--- src/rtl/rv_if_pc_ctrl_if.sv ---
// Fetch-PC controller bus: hazard/predictor inputs, ID branch information,
// and the fetch address, squash strobes and predictor index driven back.
// With RV_IFPC_PERF_CNT_EN defined the bus also carries the redirect and
// flush event counters.
interface rv_if_pc_ctrl_if #(
  parameter int XLEN = 32
);
  logic            stall_i;
  logic            IF_predict_i;
  logic            IF_flush_i;
  logic            ID_branch_i;
  logic [XLEN-1:0] ID_pc_i;
  logic [XLEN-1:0] ID_target_i;
  logic [XLEN-1:0] IF_pc_o;
  logic            IF_kill_o;
  logic            ID_kill_o;
  logic [3:0]      ID_bpb_addr_o;
`ifdef RV_IFPC_PERF_CNT_EN
  logic [31:0]     redirect_cnt_o;
  logic [31:0]     flush_cnt_o;
`endif

  // Controller side.
  modport slave (
    input  stall_i, IF_predict_i, IF_flush_i, ID_branch_i, ID_pc_i, ID_target_i,
`ifdef RV_IFPC_PERF_CNT_EN
    output redirect_cnt_o, flush_cnt_o,
`endif
    output IF_pc_o, IF_kill_o, ID_kill_o, ID_bpb_addr_o
  );

  // Pipeline / predictor side.
  modport master (
    output stall_i, IF_predict_i, IF_flush_i, ID_branch_i, ID_pc_i, ID_target_i,
`ifdef RV_IFPC_PERF_CNT_EN
    input  redirect_cnt_o, flush_cnt_o,
`endif
    input  IF_pc_o, IF_kill_o, ID_kill_o, ID_bpb_addr_o
  );
endinterface

--- src/rtl/rv_if_pc_ctrl.sv ---
// Instruction-fetch PC controller. Owns the fetch PC and selects the next
// address from EX mispredict recovery (alt_q), an ID predicted-taken
// redirect, a hazard hold, or sequential PC+4. Each non-stalled ID branch
// records the path it did not take in alt_q, so recovery one cycle later
// is a plain register load.
// Optional feature macro: RV_IFPC_PERF_CNT_EN (saturating redirect/flush
// event counters).
module rv_if_pc_ctrl #(
  parameter logic [31:0] RESET_PC = 32'h0000_0000,
  parameter int          XLEN     = 32
) (
  input  logic          clk,
  input  logic          rstn,
  rv_if_pc_ctrl_if.slave bus
);

  localparam logic [XLEN-1:0] ALIGN_MASK = {{(XLEN-2){1'b1}}, 2'b00};
  localparam logic [XLEN-1:0] PC_STEP    = XLEN'(4);
  localparam logic [XLEN-1:0] PC_INIT    = XLEN'(RESET_PC) & ALIGN_MASK;

  logic [XLEN-1:0] pc_q, pc_d;
  logic [XLEN-1:0] alt_q, alt_d;
  logic            pend_q, pend_d;
  logic            if_kill_s, id_kill_s;
  logic            redirect_s, flush_s;
  logic [XLEN-1:0] target_al_s;
  logic [XLEN-1:0] id_seq_s;

  assign target_al_s = bus.ID_target_i & ALIGN_MASK;
  assign id_seq_s    = (bus.ID_pc_i + PC_STEP) & ALIGN_MASK;

  // Next-PC selection, alternate-path capture and squash strobes.
  always_comb begin
    pc_d       = pc_q;
    alt_d      = alt_q;
    pend_d     = pend_q;
    if_kill_s  = 1'b0;
    id_kill_s  = 1'b0;
    redirect_s = 1'b0;
    flush_s    = 1'b0;

    if (bus.IF_flush_i) begin
      // Wrong-path ID content is discarded: no capture, no redirect.
      flush_s   = 1'b1;
      pc_d      = alt_q;
      if_kill_s = 1'b1;
      id_kill_s = 1'b1;
      pend_d    = 1'b0;
    end else if (!bus.stall_i) begin
      if (bus.IF_predict_i && bus.ID_branch_i) begin
        redirect_s = 1'b1;
        pc_d       = target_al_s;
        if_kill_s  = 1'b1;
      end else begin
        pc_d = pc_q + PC_STEP;
      end
      if (bus.ID_branch_i) begin
        alt_d  = bus.IF_predict_i ? id_seq_s : target_al_s;
        pend_d = 1'b1;
      end else begin
        pend_d = 1'b0;
      end
    end else begin
      // Stalled: PC, alternate path and pending flag all hold; a
      // predicted-taken branch is re-evaluated once the stall drops.
      pc_d = pc_q;
    end
  end

  // Fetch PC, alternate path and pending-recovery state.
  always_ff @(posedge clk or negedge rstn) begin
    if (!rstn) begin
      pc_q   <= PC_INIT;
      alt_q  <= '0;
      pend_q <= 1'b0;
    end else begin
      pc_q   <= pc_d;
      alt_q  <= alt_d;
      pend_q <= pend_d;
    end
  end

  assign bus.IF_pc_o       = pc_q;
  assign bus.IF_kill_o     = if_kill_s & rstn;
  assign bus.ID_kill_o     = id_kill_s & rstn;
  assign bus.ID_bpb_addr_o = bus.ID_pc_i[5:2];

`ifdef RV_IFPC_PERF_CNT_EN
  logic [31:0] redirect_cnt_q, redirect_cnt_d;
  logic [31:0] flush_cnt_q, flush_cnt_d;

  // Saturating event counters for accepted redirects and flushes.
  always_comb begin
    redirect_cnt_d = redirect_cnt_q;
    flush_cnt_d    = flush_cnt_q;
    if (redirect_s && (redirect_cnt_q != 32'hFFFF_FFFF)) begin
      redirect_cnt_d = redirect_cnt_q + 32'd1;
    end else begin
      redirect_cnt_d = redirect_cnt_q;
    end
    if (flush_s && (flush_cnt_q != 32'hFFFF_FFFF)) begin
      flush_cnt_d = flush_cnt_q + 32'd1;
    end else begin
      flush_cnt_d = flush_cnt_q;
    end
  end

  // Counter registers.
  always_ff @(posedge clk or negedge rstn) begin
    if (!rstn) begin
      redirect_cnt_q <= 32'd0;
      flush_cnt_q    <= 32'd0;
    end else begin
      redirect_cnt_q <= redirect_cnt_d;
      flush_cnt_q    <= flush_cnt_d;
    end
  end

  assign bus.redirect_cnt_o = redirect_cnt_q;
  assign bus.flush_cnt_o    = flush_cnt_q;
`else
  // Event strobes only feed the optional counters.
  logic unused_evt_s;
  assign unused_evt_s = redirect_s ^ flush_s;
`endif

endmodule

--- src/flat_wrapper.sv ---
// flat-port wrapper written by rule: the top's interface ports become plain ports
module rv_if_pc_ctrl_flat 
#(
  parameter logic [31:0] RESET_PC = 32'h0000_0000,
  parameter int          XLEN     = 32
)
  (clk, rstn, bus_stall_i, bus_IF_predict_i, bus_IF_flush_i, bus_ID_branch_i, bus_ID_pc_i, bus_ID_target_i, bus_IF_pc_o, bus_IF_kill_o, bus_ID_kill_o, bus_ID_bpb_addr_o);
  rv_if_pc_ctrl_if #(.XLEN(XLEN)) bus_i ();
  input  logic clk;
  input  logic rstn;
  input wire logic [$bits(bus_i.stall_i)-1:0] bus_stall_i;
  input wire logic [$bits(bus_i.IF_predict_i)-1:0] bus_IF_predict_i;
  input wire logic [$bits(bus_i.IF_flush_i)-1:0] bus_IF_flush_i;
  input wire logic [$bits(bus_i.ID_branch_i)-1:0] bus_ID_branch_i;
  input wire logic [$bits(bus_i.ID_pc_i)-1:0] bus_ID_pc_i;
  input wire logic [$bits(bus_i.ID_target_i)-1:0] bus_ID_target_i;
  output wire logic [$bits(bus_i.IF_pc_o)-1:0] bus_IF_pc_o;
  output wire logic [$bits(bus_i.IF_kill_o)-1:0] bus_IF_kill_o;
  output wire logic [$bits(bus_i.ID_kill_o)-1:0] bus_ID_kill_o;
  output wire logic [$bits(bus_i.ID_bpb_addr_o)-1:0] bus_ID_bpb_addr_o;
  assign bus_i.stall_i = bus_stall_i;
  assign bus_i.IF_predict_i = bus_IF_predict_i;
  assign bus_i.IF_flush_i = bus_IF_flush_i;
  assign bus_i.ID_branch_i = bus_ID_branch_i;
  assign bus_i.ID_pc_i = bus_ID_pc_i;
  assign bus_i.ID_target_i = bus_ID_target_i;
  assign bus_IF_pc_o = bus_i.IF_pc_o;
  assign bus_IF_kill_o = bus_i.IF_kill_o;
  assign bus_ID_kill_o = bus_i.ID_kill_o;
  assign bus_ID_bpb_addr_o = bus_i.ID_bpb_addr_o;
  rv_if_pc_ctrl #(.RESET_PC(RESET_PC), .XLEN(XLEN)) u_core (.clk(clk), .rstn(rstn), .bus(bus_i));
endmodule
--- config.mk ---
export PLATFORM = sky130hd
export DESIGN_NAME = rv_if_pc_ctrl_flat
export DESIGN_NICKNAME = d
export VERILOG_FILES = /design/src/rtl/rv_if_pc_ctrl_if.sv /design/src/rtl/rv_if_pc_ctrl.sv /design/src/flat_wrapper.sv
export SDC_FILE = /design/constraint.sdc
export NUM_CORES = 1
export LEC_CHECK = 0
export BUFFER_PORTS_ARGS = -buffer_cell sky130_fd_sc_hd__buf_2
export CAP_MARGIN = 20
export CORE_MARGIN = 2
export CORE_UTILIZATION = 58
export DETAILED_ROUTE_END_ITERATION = 7
export GPL_ROUTABILITY_DRIVEN = 0
export PLACE_DENSITY = 0.95
export SETUP_SLACK_MARGIN = 0.15
export SYNTH_ARGS = -nofsm -noshare
export SYNTH_HDL_FRONTEND = slang
export SYNTH_SLANG_ARGS = --single-unit
--- constraint.sdc ---
create_clock -name clk -period 2.8 [get_ports clk]
set_input_delay 0.56 -clock clk [delete_from_list [all_inputs] [get_ports clk]]
set_output_delay 0.56 -clock clk [all_outputs]
set_load 0.02 [all_outputs]
==> qor.csv, run 1 <==
metric,value,unit
clkTransAtPathRegs,70,ps
synth_ff_type,dfrtp_1,
slowest_delay,550,ps
route.detailed.drc,0,
cp-start-kind,flip-flop,
end_kind,flip-flop,
yosysSeqAreaShare,0.3703,
seqCellArea,1501,um^2
final_cell_count_no_fill,684,
cellPowerDensity,583.7,nW/um^2
netlist_instances,496,
fill_cells,476,
synth.yosys.warnings,0,
cts_tree,yes,
wire_per_inst,18.06,um
grt_pass1_vias,3956,
wirelength,12350,um
syn_avg_cell_area,8.176,um^2
ys_ff_latch,60,
leakage,0.002071,uW
cts_setup_buffers,0,
drive_gt1_frac,0.2245,
path_cells,"ha_1, nand4_1, nor4_4, nand4_1, xor2_1, o221ai_1",
hpwl,8892,um
core_region_area,6794,um^2
first_pass_iters,6,
relSlewSlack,0.5033,
worst_hold_path_type,in -> async,
tightestPinTransition,743.2,ps
cp_slowest_cell,nor4_4,
grt_max_degree,47,
cts_max_path_buffers,2,
viasPerCell,6.401,
drt_iter0_markers,768,
netlist_top_cells_count,"nand2_1, dfrtp_1, a21oi_1",
numCtsBuffers,9,
finalSetupTns,0,ps
multi_input_area,2355,um^2
holdWs,259.3,ps
cts_sinks,60,
start_util,0.5969,
r2r_slack,510,ps
async_reset_ff_frac,1.000,
synth_cell_types,40,
max_cap_viol_count,0,
fmax,0.4370,GHz
finalCriticalPeriod,2288,ps
finalPower,2813,uW
hold_viol,0,
insertion_delay,350,ps
status,finished clean,
crit_required,2980,ps
final-max-slew-violation-count,0,
cts_hold_buf,0,
crit_fanout,7,
yosysTopAreaCell,dfrtp_1,
cts_resized,0,
clock-skew-final,10.22,ps
die-area,7676,um^2
grt_remaining_overflow,0,
grt_util_all_layers,0.3217,
crit_arrival,2470,ps
area_growth,18.85,%
rsz0062_at_grt,false,
ir_worst_vdd,0.0002236,V
placementRows,30,
grt_first_pass_wirelength,19200,um
synth-edff-count,0,
portBuffers,101,
die_width,87.62,um
period_share,0.8173,
fin_nets,655,
ys_top_cells_by_area,"dfrtp_1, xor2_1, a21oi_1",
ant_nets,0,
finalSetupViolCount,0,
synth_area,4055,um^2
h-tree-depth,3,
chipHeight,87.62,um
top_level_ports,108,
clk_root_buffer_cell,clkbuf_8,
antenna_found_initial,0,
crit_path_frequent_cell,nand4_1,
synth_top_area_share,0.3703,
synth_most_common_cell,nand2_1,
vias,4378,
diodes,0,
worst-setup-path-type,reg -> reg,
dp.cells,668,
critical path: cells and delay by family (launching register included):
kind	cells	cell delay, ps
adders and majority gates	1	260
and+or+nand+nor	3	1010
AOI/OAI and AO/OA	1	170
xor gates and xnor gates	1	250
DFF	1	430
layout by cell type, fill, tap and decap left out, types with 6 or more instances in the layout:
| cell | Yosys | routed |
|---|---|---|
| a21oi_1 | 49 | 49 |
| a22oi_1 | 17 | 17 |
| and3_1 | 6 | 6 |
| buf_2 | 6 | 101 |
| buf_4 | 6 | 12 |
| clkbuf_8 | 0 | 10 |
| dfrtp_1 | 60 | 60 |
| inv_1 | 8 | 8 |
| mux2i_1 | 6 | 6 |
| nand2_1 | 63 | 63 |
| nand3_1 | 30 | 30 |
| nand4_1 | 18 | 18 |
| nor2_1 | 39 | 39 |
| nor3_1 | 12 | 12 |
| nor3b_1 | 6 | 6 |
| o21ai_0 | 26 | 26 |
| o221ai_1 | 20 | 20 |
| o22ai_1 | 13 | 13 |
| xnor2_1 | 16 | 16 |
| xor2_1 | 34 | 34 |
metrics by stage:
| stage | util | worst slack, ps | area [um^2] |
|---|---|---|---|
| final | 0.7094 | 511.7 | 4820 |
| after detailed placement | 0.6773 | 541.9 | 4602 |
| after floorplan | - | 616.9 | 4059 |
| after CTS | 0.7094 | 620.1 | 4820 |
| after global placement | 0.6773 | 628.3 | 4602 |
| after global routing | 0.7094 | 343.6 | 4820 |
cell families after synthesis:
group / Yosys count / share of synthesized area
AO/OA/AOI/OAI: 143 / 0.2206
XOR/XNOR: 50 / 0.1080
adder cells (fa/ha/maj): 2 / 0.006170
buffers and inverters: 46 / 0.04999
flip-flops: 60 / 0.3703
multiplexers: 6 / 0.01481
other: 1 / 0.0009248
AND/OR/NAND/NOR: 188 / 0.2293
flip-flops by register name (all words and copies together) (netlist names):
register and count:
u_core.bus.IF_pc_o 30, u_core.alt_q 30
power by group:
part / switching [uW] / total [uW] / leakage (uW) / internal [uW]
logic: 450 / 734 / 0.00123 / 285
clock network: 359 / 884 / 0.000107 / 525
registers: 173 / 1200 / 0.000732 / 1020
total: 982 / 2810 / 0.00207 / 1830
path summary, 6_finish.rpt:
| check | cells past startpoint | end | startpoint |
|---|---|---|---|
| worst min register to register | 2 | u_core.alt_q[26] | u_core.alt_q[26] |
| worst max-delay path | 6 | u_core.bus.IF_pc_o[28] | u_core.bus.IF_pc_o[2] |
| max in group asynchronous | 2 | u_core.alt_q[30] | rstn |
| min in group clk | 2 | u_core.alt_q[26] | u_core.alt_q[26] |
| worst min-delay path | 2 | u_core.bus.IF_pc_o[2] | rstn |
| worst max register to register | 6 | u_core.bus.IF_pc_o[28] | u_core.bus.IF_pc_o[2] |
per-layer routing:
layer  vias to the layer above  GRT usage  routed length [um]
li1                       1971          -                   -
met1                      2035     0.4331                4887
met2                       318     0.5000                5709
met3                        54    0.07163                1354
met4                         0     0.1427                 402
met5                         -          0                   0
area by class of cell:
cell class                      instances  share of cell area
Clock inverter                          4             0.01506
Inverter                                8            0.006231
Multi-Input combinational cell        391              0.4886
Sequential cell                        60              0.3115
Tap cell                               96             0.02492
Clock buffer                           12             0.03011
Timing Repair Buffer                  113              0.1236
Power figures use the tool's default switching activity.
==> run 2, diff against run 1 <==
CORE_UTILIZATION = 48   (was 58)
PLACE_DENSITY = 0.85   (was 0.95)
clock period = 2 ns   (was 2.8 ns; I/O delays follow)
==> run 2 against run 1 <==
- sequential share of layout area fell by 0.88 points
- sequential cell count did not move
- global-route usage decreased by 4.7 points
- critical path depth stayed put
- via count decreased by 0.69%
- largest cell class unchanged
- design area is 3.1% higher
- non-clock buffer count increased by 15
- total power up 41%
- largest power group unchanged
- die area is 20% higher
- count of clock-buffer cells in the layout shrank 1
==> qor.csv, run 2 (synthesized netlist as in run 1, its figures left out) <==
metric,value,unit,change
status,finished clean,,
critPathLaunch,u_core.bus.IF_pc_o[10],,
fmax,0.5587,GHz,+28%
crit_arrival,2000,ps,-470 ps
hpwl,9169,um,+3.1%
portBuffers,101,,unchanged
cts_tree,yes,,
viasPerCell,6.150,,-3.9%
start_util,0.4935,,-0.1033
placementRows,33,,+10%
combPwrFrac,0.264,,+0.003
finalSetupTns,0,ps,unchanged
crit_fanout,7,,unchanged
ant_nets,0,,unchanged
internal_power,2614,uW,+43%
wire_per_inst,17.52,um,-3.0%
antenna_found_initial,0,,unchanged
worst_hold_path_type,in -> async,,
rsz0062_at_grt,false,,
route.detailed.drc,0,,unchanged
clock-skew-final,6.323,ps,-3.895 ps
cts_hold_buf,0,,unchanged
finalInstanceArea,4967,um^2,+3.1%
r2r-start,u_core.bus.IF_pc_o[10],,
crit_required,2210,ps,-770 ps
cellPowerDensity,800.9,nW/um^2,+37%
tightestPinTransition,564.0,ps,-179.2 ps
finalCriticalPeriod,1790,ps,-498.3 ps
period_share,0.8950,,+0.07774
vias,4348,,-0.69%
area_growth,22.49,%,
cts_sinks,60,,unchanged
switchingPower,1365,uW,+39%
holdWs,115.6,ps,-143.7 ps
chipHeight,95.92,um,+9.5%
grt_remaining_overflow,0,,unchanged
worst-setup-path-type,reg -> reg,,
insertion_delay,350,ps,about the same
die_width,95.92,um,+9.5%
r2r_slack,210,ps,-300 ps
top_level_ports,108,,unchanged
drive_gt1_frac,0.2525,,+0.02800
clkTransAtPathRegs,70,ps,about the same
final_common_cell,buf_2,,
r2r_end,u_core.bus.IF_pc_o[28],,
cts_max_path_buffers,2,,unchanged
hold_viol,0,,unchanged
finalSetupViolCount,0,,unchanged
numCtsBuffers,9,,unchanged
mostFrequentLayoutCells,"buf_2, nand2_1, dfrtp_1, a21oi_1, nor2_1",,
placed_area,4713,um^2,+2.4%
relSlewSlack,0.6231,,+0.1198
rr_worst_depth,6,,unchanged
h-tree-depth,3,,unchanged
grt_first_pass_wirelength,19460,um,+1.4%
grt_pass1_vias,3900,,-1.4%
ir_worst_vdd,0.0003657,V,+64%
core_region_area,8217,um^2,+21%
fin_nets,670,,+2.3%
power_frac_seq,0.422,,-0.003
cp-start-kind,flip-flop,,
endpoint,u_core.bus.IF_pc_o[28],,
leakage,0.002147,uW,+3.7%
clk_root_buffer_cell,clkbuf_8,,
swShare,0.3430,,-0.006046
diodes,0,,unchanged
end_kind,flip-flop,,
power_frac_clock,0.314,,about the same
grt_max_degree,39,,-17%
first_pass_iters,5,,-1
max_cap_viol_count,0,,unchanged
die-area,9200,um^2,+20%
drt_iter0_markers,402,,-48%
final-max-slew-violation-count,0,,unchanged
wirelength,12390,um,+0.25%
grt_util_all_layers,0.2749,,-0.04674
==> run 2: per-stage QoR <==
step                      utilization  worst slack [ps]  instances  power (uW)
final                          0.6045             210.0        707        3978
after global routing           0.6045             122.7        707        4156
after CTS                      0.6030             179.4        707        3942
after detailed placement       0.5736             78.97        690        2701
after global placement         0.5736             142.9        690        2647
after floorplan                     -             214.0        497        2267
==> run 2: timing repair <==
item,CTS,global route
hold endpoints to repair,0,0
buffers inserted,2,0
pin swaps,2,3
resized for setup,1,3
endpoints found under the setup margin,3,8
==> run 2: cell type report <==
| class | count | area [um^2] |
|---|---|---|
| multi-input combinational | 391 | 2370 |
| inverter | 8 | 30.03 |
| clock inverter | 4 | 72.57 |
| sequential | 60 | 1504 |
| timing repair buffer | 128 | 708.2 |
| fill | 701 | 3249 |
| tap | 105 | 131.4 |
| clock buffer | 11 | 151.4 |
==> run 2: metal layers <==
| layer | track usage | part of all wire | vias to the layer above | wire [um] |
|---|---|---|---|---|
| met5 | 0 | 0 | - | 0 |
| met4 | 0.1095 | 0.032 | 0 | 392 |
| met3 | 0.05717 | 0.097 | 42 | 1199 |
| met2 | 0.4085 | 0.45 | 285 | 5601 |
| met1 | 0.3917 | 0.42 | 2015 | 5192 |
| li1 | - | - | 2006 | - |
==> run 2: how the worst min path moves through the flow <==
| stage | to | slack [ps] | cells after the start |
|---|---|---|---|
| 6_report | u_core.alt_q[9] | 120 | 2 |
| 3_5_place_dp | u_core.bus.IF_pc_o[2] | 480 | 2 |
| 3_3_place_gp | u_core.alt_q[26] | 460 | 2 |
| 5_1_grt | u_core.bus.IF_pc_o[13] | 150 | 2 |
| 2_1_floorplan | u_core.alt_q[10] | 100 | 0 |
| 4_1_cts | u_core.alt_q[9] | 120 | 2 |
==> run 2: critical path: stages (launching register included) <==
cell and delay [ps]:
dfrtp_1 450, nand4_1 220, nor4_4 300, buf_4 200
nand4_1 120, xor2_1 200, o221ai_1 160
==> run 2: power groups by stage <==
stage / sequential [uW] / clock (uW) / combinational [uW]
global route: 1700 / 1310 / 1150
detailed placement: 1680 / 0 / 1020
global placement: 1660 / 0 / 982
CTS: 1660 / 1250 / 1040
floorplan: 1760 / 0 / 511
finish: 1680 / 1250 / 1050
